$ cat config.mk
export PLATFORM = sky130hd
export DESIGN_NAME = ps2_frame_rx
export DESIGN_NICKNAME = d
export VERILOG_FILES = /design/src/rtl/ps2_pkg.sv /design/src/rtl/ps2_edge_det.sv /design/src/rtl/ps2_frame_rx.sv
export SDC_FILE = /design/constraint.sdc
export NUM_CORES = 1
export LEC_CHECK = 0
export ABC_AREA = 1
export BUFFER_PORTS_ARGS = -buffer_cell sky130_fd_sc_hd__buf_2
export CORE_AREA = 2 2 66 68
export DETAILED_ROUTE_END_ITERATION = 16
export DIE_AREA = 0 0 68 70
export PLACE_DENSITY = 0.76
export SLEW_MARGIN = 25
export SYNTH_ARGS = -nofsm -noshare
export SYNTH_HDL_FRONTEND = slang
export SYNTH_HIERARCHICAL = 1
export SYNTH_SLANG_ARGS = --single-unit
$ cat constraint.sdc
create_clock -name clk -period 2 [get_ports clk]
set_input_delay 0.2 -clock clk [delete_from_list [all_inputs] [get_ports clk]]
set_output_delay 0.2 -clock clk [all_outputs]
set_load 0.01 [all_outputs]
$ cat src/rtl/ps2_pkg.sv
// ps2_pkg: types and constants shared by the PS/2 frame receiver and the scan-code decoding
// that consumes its output.
//   ps2_state_e   - receiver FSM state encoding
//   FrameLen      - bits per PS/2 frame (start + 8 data + parity + stop)
//   DataBits      - data bits per frame
//   ScanExtended  - 8'hE0 extended-key prefix
//   ScanBreak     - 8'hF0 key-release prefix
//   odd_parity_ok - true when data plus parity bit hold an odd number of ones
package ps2_pkg;

    typedef enum logic [2:0] {
        StIdle   = 3'd0,
        StData   = 3'd1,
        StParity = 3'd2,
        StStop   = 3'd3,
        StDone   = 3'd4
    } ps2_state_e;

    localparam int unsigned FrameLen = 11;
    localparam int unsigned DataBits = FrameLen - 3;

    localparam logic [7:0] ScanExtended = 8'hE0;
    localparam logic [7:0] ScanBreak    = 8'hF0;

    function automatic logic odd_parity_ok(input logic [DataBits-1:0] data, input logic par);
        return ^{data, par};
    endfunction

endpackage

$ cat src/rtl/ps2_edge_det.sv
// ps2_edge_det: brings the PS/2 clock and data lines into the clk domain and detects falling
// edges of the PS/2 clock.
// Build option: define PS2_GLITCH_FILTER_EN to run the synchronized kbd_clk through a
// FILTER_LEN-sample stability filter before edge detection.
// Ports:
//   clk          - system clock
//   resetN       - asynchronous active-low reset
//   kbd_clk      - raw PS/2 clock line
//   kbd_dat      - raw PS/2 data line
//   kbd_dat_sync - synchronized data line
//   kbd_clk_fall - one-cycle strobe on an accepted kbd_clk falling edge
module ps2_edge_det #(
    parameter int unsigned FILTER_LEN = 4
) (
    input  logic clk,
    input  logic resetN,
    input  logic kbd_clk,
    input  logic kbd_dat,
    output logic kbd_dat_sync,
    output logic kbd_clk_fall
);

    logic [1:0] clk_sync_q;
    logic [1:0] dat_sync_q;
    logic       lvl;
    logic       lvl_prev_q;

    // Reset to 1: the idle bus level, so release of reset never looks like an edge.
    always_ff @(posedge clk or negedge resetN) begin
        if (!resetN) begin
            clk_sync_q <= 2'b11;
            dat_sync_q <= 2'b11;
        end else begin
            clk_sync_q <= {clk_sync_q[0], kbd_clk};
            dat_sync_q <= {dat_sync_q[0], kbd_dat};
        end
    end

`ifdef PS2_GLITCH_FILTER_EN
    localparam int unsigned CntW = (FILTER_LEN > 1) ? $clog2(FILTER_LEN) : 1;

    logic            filt_q, filt_d;
    logic [CntW-1:0] cnt_q, cnt_d;

    // The filtered level only follows the line after FILTER_LEN consecutive samples that
    // disagree with it; any agreeing sample restarts the run.
    always_comb begin
        filt_d = filt_q;
        cnt_d  = '0;
        if (clk_sync_q[1] != filt_q) begin
            if (cnt_q == CntW'(FILTER_LEN - 1)) begin
                filt_d = clk_sync_q[1];
            end else begin
                cnt_d = cnt_q + CntW'(1);
            end
        end
    end

    always_ff @(posedge clk or negedge resetN) begin
        if (!resetN) begin
            filt_q <= 1'b1;
            cnt_q  <= '0;
        end else begin
            filt_q <= filt_d;
            cnt_q  <= cnt_d;
        end
    end

    assign lvl = filt_q;
`else
    logic unused_filter_len;
    assign unused_filter_len = ^FILTER_LEN;
    assign lvl = clk_sync_q[1];
`endif

    always_ff @(posedge clk or negedge resetN) begin
        if (!resetN) begin
            lvl_prev_q <= 1'b1;
        end else begin
            lvl_prev_q <= lvl;
        end
    end

    assign kbd_clk_fall = lvl_prev_q & ~lvl;
    assign kbd_dat_sync = dat_sync_q[1];

endmodule

$ cat src/rtl/ps2_frame_rx.sv
// ps2_frame_rx: receives 11-bit PS/2 frames (start, 8 data LSB first, odd parity, stop) and
// presents each correctly received byte with a one-cycle strobe.
// Build option: PS2_GLITCH_FILTER_EN enables the kbd_clk glitch filter in ps2_edge_det.
// Parameters:
//   TIMEOUT_CYCLES - idle clk cycles inside a frame before the frame is abandoned
//   FILTER_LEN     - stable samples needed to accept a kbd_clk level (filter build only)
// Ports:
//   clk        - system clock
//   resetN     - asynchronous active-low reset
//   kbd_clk    - PS/2 clock line (asynchronous)
//   kbd_dat    - PS/2 data line (asynchronous)
//   dout       - last correctly received byte, held between frames
//   dout_new   - one-cycle strobe: dout just updated
//   parity_err - one-cycle strobe: parity check failed
//   frame_err  - one-cycle strobe: bad stop bit or mid-frame timeout
module ps2_frame_rx
    import ps2_pkg::*;
#(
    parameter int unsigned TIMEOUT_CYCLES = 50000,
    parameter int unsigned FILTER_LEN     = 4
) (
    input  logic       clk,
    input  logic       resetN,
    input  logic       kbd_clk,
    input  logic       kbd_dat,
    output logic [7:0] dout,
    output logic       dout_new,
    output logic       parity_err,
    output logic       frame_err
);

    localparam int unsigned ToW = $clog2(TIMEOUT_CYCLES + 1);

    logic dat_s;
    logic fall;

    ps2_edge_det #(
        .FILTER_LEN(FILTER_LEN)
    ) u_edge_det (
        .clk         (clk),
        .resetN      (resetN),
        .kbd_clk     (kbd_clk),
        .kbd_dat     (kbd_dat),
        .kbd_dat_sync(dat_s),
        .kbd_clk_fall(fall)
    );

    ps2_state_e          state_q, state_d;
    logic [2:0]          bit_cnt_q, bit_cnt_d;
    logic [DataBits-1:0] shift_q, shift_d;
    logic                par_q, par_d;
    logic [7:0]          dout_q, dout_d;
    logic                dout_new_q, dout_new_d;
    logic                parity_err_q, parity_err_d;
    logic                frame_err_q, frame_err_d;
    logic [ToW-1:0]      to_cnt_q, to_cnt_d;
    logic                in_frame;
    logic                timeout;

    assign in_frame = (state_q == StData) || (state_q == StParity) || (state_q == StStop);
    assign timeout  = in_frame && (to_cnt_q == ToW'(TIMEOUT_CYCLES));

    always_comb begin
        state_d      = state_q;
        bit_cnt_d    = bit_cnt_q;
        shift_d      = shift_q;
        par_d        = par_q;
        dout_d       = dout_q;
        dout_new_d   = 1'b0;
        parity_err_d = 1'b0;
        frame_err_d  = 1'b0;

        // Counts cycles since the last accepted edge; only meaningful inside a frame.
        if (in_frame && !fall && !timeout) begin
            to_cnt_d = to_cnt_q + ToW'(1);
        end else begin
            to_cnt_d = '0;
        end

        case (state_q)
            StIdle: begin
                bit_cnt_d = '0;
                if (fall && !dat_s) begin
                    state_d = StData;
                end
            end
            StData: begin
                if (fall) begin
                    shift_d   = {dat_s, shift_q[DataBits-1:1]};
                    bit_cnt_d = bit_cnt_q + 3'd1;
                    if (bit_cnt_q == 3'd7) begin
                        state_d = StParity;
                    end
                end else if (timeout) begin
                    frame_err_d = 1'b1;
                    state_d     = StIdle;
                end
            end
            StParity: begin
                if (fall) begin
                    par_d   = dat_s;
                    state_d = StStop;
                end else if (timeout) begin
                    frame_err_d = 1'b1;
                    state_d     = StIdle;
                end
            end
            StStop: begin
                if (fall) begin
                    // A bad stop bit outranks a parity failure.
                    if (!dat_s) begin
                        frame_err_d = 1'b1;
                        state_d     = StIdle;
                    end else if (!odd_parity_ok(shift_q, par_q)) begin
                        parity_err_d = 1'b1;
                        state_d      = StIdle;
                    end else begin
                        dout_d     = shift_q;
                        dout_new_d = 1'b1;
                        state_d    = StDone;
                    end
                end else if (timeout) begin
                    frame_err_d = 1'b1;
                    state_d     = StIdle;
                end
            end
            // dout_new is high during this single cycle; any edge here is not a real bit.
            StDone: begin
                state_d = StIdle;
            end
            default: begin
                state_d = StIdle;
            end
        endcase
    end

    always_ff @(posedge clk or negedge resetN) begin
        if (!resetN) begin
            state_q      <= StIdle;
            bit_cnt_q    <= '0;
            shift_q      <= '0;
            par_q        <= 1'b0;
            dout_q       <= 8'h00;
            dout_new_q   <= 1'b0;
            parity_err_q <= 1'b0;
            frame_err_q  <= 1'b0;
            to_cnt_q     <= '0;
        end else begin
            state_q      <= state_d;
            bit_cnt_q    <= bit_cnt_d;
            shift_q      <= shift_d;
            par_q        <= par_d;
            dout_q       <= dout_d;
            dout_new_q   <= dout_new_d;
            parity_err_q <= parity_err_d;
            frame_err_q  <= frame_err_d;
            to_cnt_q     <= to_cnt_d;
        end
    end

    assign dout       = dout_q;
    assign dout_new   = dout_new_q;
    assign parity_err = parity_err_q;
    assign frame_err  = frame_err_q;

endmodule

**Word-level counts from Yosys, hierarchy flattened**

Index checks and enable logic that the tools add are counted.

- Register bits after elaboration: 47
- Logic and storage cells: 67

- Eq/ne operators: 8
- Mux-type cells: 25
- Bitwise gates (word level): 2
- Add/sub/neg operators: 2
- Reduce and logical (&&, ||, !) cells: 18

Operators with widths:

| operator | number |
|---|---|
| $mux 3 | 9 |
| $add 16x1->16 const B | 1 |
| $eq 16x16->1 const B | 1 |
| $mux 16 | 1 |
| $mux 1 | 12 |
| $pmux 3 s4 | 1 |
| $reduce_xor 9->1 | 1 |
| $reduce_and 2->1 | 4 |
| $eq 3x2->1 const B | 2 |
| $pmux 3 s2 | 1 |
| $logic_and 1x1->1 | 4 |
| $ne 2x2->1 const B | 2 |
| $reduce_and 4->1 | 1 |
| $add 3x1->3 const B | 1 |
| $eq 3x1->1 const B | 1 |
| $eq 3x3->1 const B | 1 |
| $logic_not 1->1 | 3 |
| $logic_not 3->1 | 1 |
| $ne 3x2->1 const B | 1 |
| $logic_or 1x1->1 | 2 |
| $pmux 1 s2 | 1 |
| $reduce_bool 2->1 | 1 |
| $reduce_or 2->1 | 1 |
| $and 1x1->1 | 1 |
| $not 1->1 | 1 |

**Longest topological paths before layout**

- Depth in word-level cells: 7
- Mapped depth: 10
- Gate-level depth less buffers: 10

**Modules after synthesis**

The synthesis kept the hierarchy.

By module, submodules not included:

| module | area an instance (µm²) | cells an instance | seq. area each (µm²) | instances |
|---|---|---|---|---|
| ps2_frame_rx | 2178.3 | 282 | 1051.0 | 1 |
| ps2_edge_det | 141.4 | 7 | 131.4 | 1 |

**Worst setup path before layout**

OpenSTA, ideal clock, no wires.

- Path type: reg-to-reg
- Start: register u_edge_det.lvl_prev_q
- End: register state_q[0]
- Path buffers: 0
- Cell stages (with the launch flop): 9
- Required time: 1.884 ns
- Arrival time: 1.313 ns
- Setup slack: 0.571 ns
- Cells stage by stage: dfstp_2 -> inv_1 -> nor2_2 -> nand2_2 -> or2_1 -> o21ai_1 -> inv_1 -> nand2_1 -> nand2_1

- Cells in the longest elaborated chain, start to end: 4
- Elaborated cells between the ends (all ways): 9
- Classes of those cells: eq/ne: 2; mux: 4; bitwise: 1; reduce/logical: 2

Ends and longest elaborated chain:

| what | RTL line | RTL |
|---|---|---|
| start: declaration | ps2_edge_det.sv:26 | `logic lvl_prev_q;` |
| start signal: assignment | ps2_edge_det.sv:80 | `lvl_prev_q <= lvl;` |
| $and 1x1->1 (*) | ps2_edge_det.sv:84 | `assign kbd_clk_fall = lvl_prev_q & ~lvl;` |
| named net fall | ps2_frame_rx.sv:35 | `logic fall;` |
| $logic_and 1x1->1 | ps2_frame_rx.sv:83 | `if (fall && !dat_s) begin` |
| $ne 2x2->1 (no line) | -- |  |
| $reduce_and 2->1 (no line) | -- |  |
| end signal: assignment | ps2_frame_rx.sv:139 | `state_q <= StIdle;` |
| end signal: assignment | ps2_frame_rx.sv:149 | `state_q <= state_d;` |
| end: declaration | ps2_frame_rx.sv:48 | `ps2_state_e state_q, state_d;` |

Mark *: on every way through the listed nets, which the timed path passes. The rest lies on a longest branch.
A chain may end at the register's enable or synchronous reset.

**Worst setup path after layout**

Same ends and word-level chain as after synthesis.

==> qor.txt <==
Worst setup EP type: register
Slowest-stage cell, CP: dfstp_2
Pwr Density: 1070 nW/um^2
Largest net degree at the start of global routing: 48
RSZ-0062 raised after global routing: no
Post-DP HPWL: 3140 um
#FFs+latches synth: 47
Placement Cell Area: 2460 um^2
Sequential share of the synthesized area: 51.0%
Cts bufs inserted: 5
Synthesized Nets: 297
Row count: 24
Commonest non-fill, non-tap cell in the layout: nand2_1
ANT nets after route: 0
Post-synthesis cell count: 289
Gr usage total: 20.8%
Clock transition at the registers of the reported paths: 0.08 ns
First-pass GRT wire length: 7590 um
Prevailing post-synth register cell: dfrtp_1
CP cell instances: inv_1 > nor2_2 > nand2_2 > or2_1 > o21ai_1 > inv_1 > nand2_1 > nand2_1
Clock sinks: 47
Worst slack, placed: 0.348 ns
Clk_lat worst skew: 0.29 ns
Final Instance Area: 2590 um^2
Total grt overflow: 0
Critical setup path kind: reg2reg
Tcrit/Tclk final: 84.0%
Hold Path Stages: 0
Asr flop ratio synth: 100%
Starting Density: 56.0%
DRC: 0
Maxcap violations: 0
Placer Congestion: 0.804
Setup violators final: 0
Number of synthesized flops with an enable pin: 0
Vias in the first global route: 1769
Worst Hold Class: reg2reg
Final wirelength: 4230 um
Setup WS post-layout: 0.319 ns
H-tree Lvls: 2
Crit path required time: 2.19 ns
Clock Skew: 0.00723 ns
Post-CTS setup buffers: 0
Commonest non-fill, non-tap cells in the layout: 87 x nand2_1, 42 x dfrtp_1, 39 x inv_1, 28 x nor2_1, 23 x nand3_1
Routed WL per cell: 11.6 um
Initial drt markers: 104
CTS resizes: 0
Final Total Pwr: 2.78 mW
FF-to-FF path depth: 8
Max FO, Critical Path: 18
# IOs: 15
CTS tree: built
Die area: 4760 um^2
Crit-path max cell delay: 0.52 ns
Static leakage: 1.35 nW
Core Region: 4140 um^2
Area of the mapped netlist: 2320 um^2
Diode count: 0
Post-layout min period: 1.68 ns
Max IR drop VDD: 0.979 mV
DRT Pass-1 Iters: 4
Final Slew Violations: 0
Distinct cell type count of the synthesized netlist: 30
Vias after detailed routing: 1867
Hold_ws: 0.359 ns
Net count, final: 321
Die Y: 70 um
Port Buffers: 14
Fmax: 0.595 GHz
Vias per cell: 5.10
CP Launch Type: register
DIE WIDTH: 68 um
Initial antenna violation count: 0
Outcome: complete, no violations
Clock Root Buffer: clkbuf_8
Worst-Margin Slew: 0.571 ns
Maximum root-to-sink buffer count: 2
Synth warn: 6
WP data arrival: 1.87 ns
Worst relative slew slack: 61.9%
Layout overhead on the synthesized area: 11.7%
Final Hold Vio Count: 0
Syn Area/Cell: 8.03 um^2
Layout cells sized above 1: 14.3%
Final setup TNS: 0 ns
[cells by family after synthesis]
kind of cell / share of synthesized area, %
mux: 0.485
fa+ha+maj: 2.16
xor+xnor: 0.755
flops: 51.0
simple gates: 33.6
buf+inv: 6.85
compound gates: 5.18
[per-layer routing]
layer	up-vias	global-route usage (%)	share of wire (%)
li1	959	-	-
met1	875	26.2	46
met2	26	35.1	50
met3	7	4.83	2.7
met4	0	6.00	1.3
met5	-	0	0
[report_power, final]
group	leakage (nW)	switching, mW	total (mW)	internal, mW
sequential	0.628	0.148	1.23	1.09
combinational	0.668	0.624	0.932	0.308
clock	0.0515	0.295	0.611	0.316
[synthesized netlist by cell type, types with 4 or more instances]
master	instances	area share [%]
ha_1	4	2.2
inv_1	39	6.3
nor2_1	28	4.5
nor2_2	6	1.6
nor3_1	10	2.2
nand2_2	4	1.1
a21oi_1	4	0.86
dfrtp_1	42	45
dfstp_2	5	5.7
nand2_1	87	14
o21ai_0	10	2.2
nand3_1	23	5.0
[worst max-delay path: cells and delay by family, from the launching register on]
family                 cells  cell delay (ns)
AO/OA/AOI/OAI              1             0.10
buffers and inverters      2             0.09
flip-flops                 1             0.52
AND/OR/NAND/NOR            5             0.87
[worst paths after layout]
| path | slack, ns | endpoint | startpoint |
|---|---|---|---|
| hold / removal | 0.36 | u_edge_det/dat_sync_q[1]$_DFF_PN1_ | u_edge_det/dat_sync_q[0]$_DFF_PN1_ |
| max in group asynchronous | 1.09 | u_edge_det/lvl_prev_q$_DFF_PN1_ | resetN |
| setup reg to reg | 0.32 | state_q[0]$_DFFE_PN0P_ | u_edge_det/lvl_prev_q$_DFF_PN1_ |
| setup / recovery | 0.32 | state_q[0]$_DFFE_PN0P_ | u_edge_det/lvl_prev_q$_DFF_PN1_ |
| hold reg to reg | 0.36 | u_edge_det/dat_sync_q[1]$_DFF_PN1_ | u_edge_det/dat_sync_q[0]$_DFF_PN1_ |
| min in group asynchronous | 0.51 | to_cnt_q[13]$_DFF_PN0_ | resetN |
[per-stage QoR]
step	std cells	util (%)
floorplan	289	-
global placement	355	59.4
detailed placement	355	59.4
CTS	366	62.5
global route	366	62.5
finish	366	62.5
[layout make-up]
cell class	count	area [um^2]
Fill cell	377	1550
Sequential cell	47	1180
Multi-Input combinational cell	200	978
Inverter	40	150
Timing Repair Buffer	19	115
Clock buffer	8	100
Tap cell	52	65.1
[state kept, by name, indices dropped and copies added, names as in the netlist]
| name | count |
|---|---|
| frame_err | 1 |
| shift_q | 8 |
| par_q | 1 |
| state_q | 3 |
| u_edge_det/clk_sync_q | 2 |
| to_cnt_q | 16 |
| u_edge_det/dat_sync_q | 2 |
| dout_new | 1 |
| parity_err | 1 |
| u_edge_det/lvl_prev_q | 1 |
| bit_cnt_q | 3 |
| dout | 8 |
[what timing repair did]
action	CTS	global route
hold buffers	3	0
endpoints found under the hold margin	8	0
setup endpoints to repair	0	0
No activity file was read; power rests on OpenSTA's default activity.
